==> src/rtl/lfsr_rng_arbiter.sv <==
// lfsr_rng_arbiter: one 16-bit Fibonacci LFSR shared by NREQ requesters
// through a round-robin arbiter. Each granted request advances the LFSR
// STEPS times, then delivers the fresh word with a one-hot grant pulse.
//
// Optional build macro: LFSR_RESEED_EN adds the seed_valid / seed_data /
// seed_ready reseed port. Without it the LFSR is loaded only by reset.
//
// Handshake: a requester raises req[i] and holds it until gnt[i] pulses.
// gnt is a single-cycle pulse; rnd_valid equals (gnt != 0), and rnd_data
// is meaningful only in that cycle (forced to zero otherwise). Reseed is a
// valid/ready transfer: seed_data is taken on an edge where seed_valid and
// seed_ready are both high.
module lfsr_rng_arbiter #(
   parameter int          NREQ  = 4,
   parameter int          STEPS = 1,
   parameter logic [15:0] SEED  = 16'hACE1
) (
   input  logic            clk,
   input  logic            reset,
   input  logic [NREQ-1:0] req,
   output logic [NREQ-1:0] gnt,
   output logic            rnd_valid,
   output logic [15:0]     rnd_data,
   output logic            busy,
`ifdef LFSR_RESEED_EN
   input  logic            seed_valid,
   input  logic [15:0]     seed_data,
   output logic            seed_ready,
`endif
   output logic [1:0]      o_dbg_state
);

   localparam int              PW       = (NREQ > 1) ? $clog2(NREQ) : 1;
   localparam logic [PW-1:0]   LAST_IDX = PW'(NREQ - 1);
   localparam logic [3:0]      CNT_INIT = 4'(STEPS - 1);

   typedef enum logic [1:0] {
      ST_IDLE    = 2'd0,
      ST_STEP    = 2'd1,
      ST_DELIVER = 2'd2
   } state_t;

   state_t        r_state;
   logic [15:0]   r_lfsr;
   logic [PW-1:0] r_rr_ptr;
   logic [PW-1:0] r_winner;
   logic [3:0]    r_cnt;

   logic [PW-1:0] w_win;
   logic          w_any_req;
   logic          w_reseed;
   logic [15:0]   w_seed_value;

   // One LFSR shift: x^16+x^14+x^13+x^11+1, new bit enters at the top.
   function automatic logic [15:0] lfsr_next(input logic [15:0] s);
      return {s[0] ^ s[2] ^ s[3] ^ s[5], s[15:1]};
   endfunction

`ifdef LFSR_RESEED_EN
   // The all-zero state would lock the LFSR, so a zero seed falls back to SEED.
   assign w_reseed     = seed_valid;
   assign w_seed_value = (seed_data == 16'h0000) ? SEED : seed_data;
   assign seed_ready   = (r_state == ST_IDLE);
`else
   assign w_reseed     = 1'b0;
   assign w_seed_value = SEED;
`endif

   // Round-robin search: first set req bit from r_rr_ptr upward, wrapping.
   always_comb begin
      int j;
      w_win     = '0;
      w_any_req = 1'b0;
      for (int i = 0; i < NREQ; i++) begin
         j = int'(r_rr_ptr) + i;
         if (j >= NREQ) j = j - NREQ;
         if (!w_any_req && req[j]) begin
            w_win     = PW'(j);
            w_any_req = 1'b1;
         end
      end
   end

   // Arbitration FSM; the LFSR advances only in STEP and never free-runs.
   always_ff @(posedge clk) begin
      if (reset) begin
         r_state  <= ST_IDLE;
         r_lfsr   <= SEED;
         r_rr_ptr <= '0;
         r_winner <= '0;
         r_cnt    <= '0;
      end else begin
         case (r_state)
            ST_IDLE: begin
               if (w_reseed) begin
                  // Reseed wins over arbitration; requests wait one cycle.
                  r_lfsr <= w_seed_value;
               end else if (w_any_req) begin
                  r_winner <= w_win;
                  r_cnt    <= CNT_INIT;
                  r_state  <= ST_STEP;
               end
            end
            ST_STEP: begin
               r_lfsr <= lfsr_next(r_lfsr);
               if (r_cnt == 4'd0) begin
                  r_state <= ST_DELIVER;
               end else begin
                  r_cnt <= r_cnt - 4'd1;
               end
            end
            ST_DELIVER: begin
               r_rr_ptr <= (r_winner == LAST_IDX) ? '0 : r_winner + 1'b1;
               r_state  <= ST_IDLE;
            end
            default: begin
               r_state <= ST_IDLE;
            end
         endcase
      end
   end

   // Delivery outputs decoded from the registered state.
   always_comb begin
      gnt = '0;
      if (r_state == ST_DELIVER) gnt[r_winner] = 1'b1;
   end

   assign rnd_valid   = (r_state == ST_DELIVER);
   assign rnd_data    = rnd_valid ? r_lfsr : 16'h0000;
   assign busy        = (r_state != ST_IDLE);
   assign o_dbg_state = r_state;

endmodule

==> config.mk <==
export PLATFORM = sky130hd
export DESIGN_NAME = lfsr_rng_arbiter
export DESIGN_NICKNAME = d
export VERILOG_FILES = /design/src/rtl/lfsr_rng_arbiter.sv
export SDC_FILE = /design/constraint.sdc
export NUM_CORES = 1
export LEC_CHECK = 0
export CORE_ASPECT_RATIO = 0.8
export CORE_MARGIN = 3
export CORE_UTILIZATION = 44
export CTS_CLUSTER_DIAMETER = 30
export CTS_CLUSTER_SIZE = 28
export DETAILED_ROUTE_END_ITERATION = 10
export PLACE_DENSITY_LB_ADDON = 0.12
export SLEW_MARGIN = 20
export SYNTH_ARGS = -nofsm -noshare
export SYNTH_HDL_FRONTEND = slang
export SYNTH_SLANG_ARGS = --single-unit
==> constraint.sdc <==
create_clock -name clk -period 1.44 [get_ports clk]
set_input_delay 0.288 -clock clk [delete_from_list [all_inputs] [get_ports clk]]
set_output_delay 0.288 -clock clk [all_outputs]
set_load 0.02 [all_outputs]
==> results of run 1 <==
==> sequential cells by signal (all words and copies together), names as in the netlist <==
signal / flops
r_rr_ptr: 2
r_winner: 2
r_lfsr: 16
r_cnt: 4
o_dbg_state: 2
==> cells in the final DEF, fill, tap and decap left out, types with 5 or more instances in the layout <==
| cell | count |
|---|---|
| a21oi_1 | 13 |
| and2_1 | 9 |
| and2_4 | 10 |
| buf_4 | 26 |
| buf_6 | 25 |
| clkdlybuf4s50_1 | 5 |
| dfxtp_1 | 20 |
| dfxtp_2 | 6 |
| nand2_1 | 31 |
| nand3b_1 | 7 |
| nor2_1 | 6 |
==> metal layers <==
metal	part of all wire (%)	up-vias	GRT usage (%)
met5	0	-	0
met4	1.1	0	1.73
met3	3.7	6	3.66
met2	50	31	32.5
met1	45	592	23.3
li1	-	648	-
==> logic make-up (layout without fill, tap and decap cells) <==
kind of cell / count (synthesis) / after routing
simple gates: 84 / 84
compound gates: 26 / 26
flops: 26 / 26
buf+inv: 16 / 70
fa+ha+maj: 6 / 6
xor+xnor: 3 / 3
mux: 3 / 3
==> critical path, stage by stage, from the launching register on <==
cell and delay, ps:
dfxtp_2 330, nor2b_4 180, buf_4 130, buf_6 100, and2_4 140, buf_6 110
==> worst min-delay path by stage <==
stage	endpoint	depth (start not counted)
2_1_floorplan	r_lfsr[12]	2
3_3_place_gp	r_lfsr[3]	2
3_5_place_dp	r_lfsr[14]	2
4_1_cts	r_lfsr[9]	2
5_1_grt	r_lfsr[12]	2
6_report	r_lfsr[9]	2
==> where the power goes <==
part / total, uW / internal (uW) / switching (uW)
logic: 492 / 253 / 239
registers: 820 / 777 / 43.3
clock network: 470 / 244 / 226
total: 1780 / 1270 / 509
==> repair_timing <==
item / in CTS / in global routing
setup buffers: 2 / 2
hold endpoints to repair: 0 / 0
gates resized for setup: 143 / 28
setup endpoints to repair: 30 / 26
pin swaps: 6 / 8
==> cell type report <==
class / instances / area [um2] / area share [%]
clock buffers: 4 / 55.1 / 2.63
inverters: 6 / 22.5 / 1.07
well taps: 38 / 47.5 / 2.27
flip-flops and latches: 26 / 528 / 25.2
multi-input cells: 122 / 875 / 41.7
repair buffers: 60 / 569 / 27.1
==> through the flow <==
step	cell area, um2	setup slack [ps]
detailed placement	1880	-228
global placement	1880	-189
CTS	1980	-139
global route	2100	-169
floorplan	1360	13.8
finish	2100	-114
==> metrics.csv, run 1 <==
metric;value;unit
run_status;finished with violations;
violations;setup timing;
cap_violations;0;
h-tree-depth;1;
ioPinCount;30;
fin_ws;-114;ps
yosysMostFrequentCell;nand2_1;
ys_types;31;
crit_arrival;1270;ps
ant_nets;0;
cts_tree;yes;
initial_core_util;47.4;%
yosysTopAreaCell;dfxtp_1;
yosys_warnings;0;
die_w;67.7;um
drive_gt1_share;43.1;%
grt_pass1_wl;5.47;mm
start_kind;flip-flop;
placed_cells;249;
final_util;74.1;%
r2r-end;r_cnt[2];
hold_path.class;reg2reg;
dieArea;3750;um2
powerDensity;850;nW/um2
synth_edf_count;0;
ys_ff_latch;26;
netlist_area;1340;um2
yosys-top-cells-count;31 x nand2_1, 26 x dfxtp_1, 21 x and2_1;
finalSetupTns;-1220;ps
synth-seq-area-share;38.8;%
setup_viol;21;
maxSlewViolCount;0;
grt_setup_unrepaired;true;
critPathLaunch;o_dbg_state[1];
finalWirelength;3.34;mm
grt_max_degree;15;
ctsLongestPathBuffers;2;
first_global_vias;1228;
ff2ff_path_depth;5;
p_leak;0.000918;uW
tightestPinTransition;356;ps
diodes;0;
ff2ff_setup_slack;-20;ps
layout-area-overhead-vs-synth;56.3;%
cts_inserted_buffers;3;
antenna_found_initial;0;
dr.pass1.iters;4;
synth_fa_ha_area_share;5.60;%
drc;0;
synth_top_family_by_area;simple AND/OR/NAND/NOR gates;
yosys.area_share.simple;33.7;%
clockRootBuffer;clkbuf_8;
fin_cells;256;
hold_violations;0;
synth_top_area_share;38.8;%
min_from;r_lfsr[9];
synthMuxAreaShare;2.24;%
core;2830;um2
numClockSinks;26;
synth_fp_nets;176;
worstPathRequired;1150;ps
async_flop_share;0;%
cts_hold_buf;0;
path_clk_slew;90;ps
max_slew_margin;75.9;%
whs;468;ps
drtIter0Drc;46;
synth-xor-area-share;1.96;%
power.total;1780;uW
gp_congestion;0.850;
endpoint_kind;output port;
grt_overflow_total;0;
synth_area_per_cell;8.18;um2
final_nets;231;
clock_latency;270;ps
ir_worst_vdd;0.594;mV
path_max_fanout;7;
period_minus_slack;1550;ps
track_usage;18.3;%
synth_compound_area_share;12.6;%
critical_path.endpoint;rnd_data[10];
vias;1277;
rows;17;
syn-instance-count;164;
fmax;0.644;GHz
dp_hpwl;2.34;mm
wl_per_cell;13.0;um
fin_skew;2.72;ps
critPathKind;reg2out;
fillers;222;
die_y;55.4;um
vias_per_cell;4.99;
r2r_start;r_cnt[0];
ys.flop_type;dfxtp_1;
port_buffers;29;
post-route-period-util;108;%
synthTopCellsByArea;dfxtp_1 39%, and2_1 9.8%, nand2_1 8.7%, ha_1 5.6%, a21oi_1 5.2%;
Power figures use the tool's default switching activity.
==> inputs of run 2 (changes only) <==
PLACE_DENSITY = 0.77   (was not set)
PLACE_DENSITY_LB_ADDON = not set   (was 0.12)
==> metrics.csv, run 2 (synthesized netlist as in run 1, its figures left out) <==
metric;value;unit;change
hold_path.class;reg2reg;;unchanged
drt-met1-wl;1.43;mm;was 1.50 mm
period_minus_slack;1480;ps;was 1550 ps
path_clk_slew;100;ps;was 90 ps
drive_gt1_share;42.1;%;was 43.1%
pwr-share-seq;43.3;%;was 46.0%
core;2830;um2;unchanged
path_max_fanout;14;;was 7
dieArea;3750;um2;unchanged
antenna_found_initial;0;;unchanged
intPower;1380;uW;was 1270 uW
critPathKind;reg2out;;unchanged
hold_violations;0;;unchanged
ctsLongestPathBuffers;2;;unchanged
start_kind;flip-flop;;unchanged
fmax;0.673;GHz;was 0.644 GHz
initial_core_util;47.4;%;unchanged
wl_met2;1.79;mm;was 1.68 mm
ioPinCount;30;;unchanged
largest_reg_flops;16;;unchanged
clock_latency;280;ps;was 270 ps
vias_per_cell;5.07;;was 4.99
stdcell_area;2060;um2;was 2100 um2
vias;1287;;was 1277
fillers;211;;was 222
post_dp_cell_area;1850;um2;was 1880 um2
switching_share;27.5;%;was 28.5%
r2r-end;r_winner[0];;was r_cnt[2]
finalWirelength;3.39;mm;was 3.34 mm
regMostFlops;r_lfsr;;unchanged
dp_hpwl;2.41;mm;was 2.34 mm
dp_slack;-251;ps;was -228 ps
numClockSinks;26;;unchanged
top_regs;r_lfsr x16, r_cnt x4;;unchanged
ff2ff_path_depth;5;;unchanged
grt_max_degree;19;;was 15
tightestPinTransition;307;ps;was 356 ps
final_cell_mix;31 x nand2_1, 25 x buf_4, 24 x buf_6;;was 31 x nand2_1, 26 x buf_4, 25 x buf_6
grt_pass1_wl;5.48;mm;was 5.47 mm
dr.pass1.iters;4;;unchanged
layout-area-overhead-vs-synth;53.6;%;was 56.3%
cap_violations;0;;unchanged
grt_overflow_total;0;;unchanged
min_from;r_lfsr[14];;was r_lfsr[9]
clockRootBuffer;clkbuf_8;;unchanged
setup_viol;22;;was 21
hold_end;r_lfsr[14];;was r_lfsr[9]
violations;setup timing;;unchanged
cts_tree;yes;;unchanged
die_w;67.7;um;unchanged
finalSetupTns;-766;ps;was -1220 ps
maxSlewViolCount;0;;unchanged
ant_nets;0;;unchanged
wl_met3;148;um;was 124 um
track_usage;19.0;%;was 18.3%
drc;0;;unchanged
post-route-period-util;103;%;was 108%
register_area;536;um2;was 528 um2
port_buffers;29;;unchanged
fin_ws;-44.8;ps;was -114 ps
worstPathRequired;1150;ps;about the same
top_layer_used;met4;;unchanged
power_frac_clock;32.8;%;was 26.4%
wl_per_cell;13.3;um;was 13.0 um
h-tree-depth;1;;unchanged
crit_arrival;1200;ps;was 1270 ps
ir_worst_vdd;1.06;mV;was 0.594 mV
cts_hold_buf;0;;unchanged
fin_cells;254;;was 256
whs;479;ps;was 468 ps
ff2ff_setup_slack;-20;ps;about the same
first_global_vias;1247;;was 1228
critPathLaunch;o_dbg_state[0];;was o_dbg_state[1]
multi_input_area;833;um2;was 875 um2
share_comb_of_total_power;24.0;%;was 27.6%
placed_cells;245;;was 249
r2r_start;o_dbg_state[0];;was r_cnt[0]
fin_skew;3.33;ps;was 2.72 ps
p_switching;522;uW;was 509 uW
endpoint_kind;output port;;unchanged
die_y;55.4;um;unchanged
rows;17;;unchanged
final_common_cell;nand2_1;;unchanged
min_path_cells;2;;unchanged
max_slew_margin;79.4;%;was 75.9%
diodes;0;;unchanged
cts_inserted_buffers;3;;unchanged
run_status;finished with violations;;unchanged
powerDensity;921;nW/um2;was 850 nW/um2
final_nets;229;;was 231
drtIter0Drc;101;;was 46
p_leak;0.000903;uW;was 0.000918 uW
gp_congestion;0.770;;was 0.850
grt_setup_unrepaired;true;;unchanged
[run 2: changes by cell type in the layout (fill, tap and decap cells not counted), moves of 2 or more]
cell and delta:
and2_1 -6, and2_2 +5, dfxtp_2 -3, dfxtp_4 +3, o21ai_0 +2
[run 2: power groups by stage]
stage	logic [uW]	clock network, uW	registers [uW]
floorplan	245	0	833
global placement	408	0	830
detailed placement	420	0	836
CTS	442	637	821
global route	496	666	829
finish	455	622	822
[run 2: critical path, cell delays in order, from the launching register on]
cell     delay (ps)
dfxtp_4         370
nor2b_4         150
buf_12          140
and2_2          150
buf_6           110
[run 2: stage by stage]
step | util (%) | total power, uW
floorplan | - | 1080
global placement | 65.3 | 1240
detailed placement | 65.3 | 1260
CTS | 69.6 | 1900
global route | 72.8 | 1990
finish | 72.8 | 1900
[run 2: metal layers]
| metal | track usage (%) | vias up |
|---|---|---|
| met1 | 21.2 | 614 |
| met4 | 4.62 | 0 |
| li1 | - | 641 |
| met3 | 6.30 | 2 |
| met2 | 33.7 | 30 |
| met5 | 0 | - |
[run 2: what timing repair did]
| item | CTS | global route |
|---|---|---|
| endpoints found under the setup margin | 31 | 25 |
| gates resized for setup | 143 | 21 |
| setup buffers | 1 | 4 |
| pin swaps | 2 | 6 |
[run 2: final cells by class]
cell class,count,area share [%]
Timing Repair Buffer,58,26.7
Multi-Input combinational cell,122,40.4
Clock buffer,3,2.00
Tap cell,38,2.31
Sequential cell,26,26.0
Clock inverter,1,1.46
Inverter,6,1.09
[run 2: how the worst max path moves through the flow]
stage	endpoint	depth (start not counted)
6_report	rnd_data[14]	4
3_5_place_dp	r_cnt[1]	5
5_1_grt	gnt[3]	4
2_1_floorplan	r_winner[0]	4
3_3_place_gp	rnd_data[15]	4
4_1_cts	rnd_data[14]	4
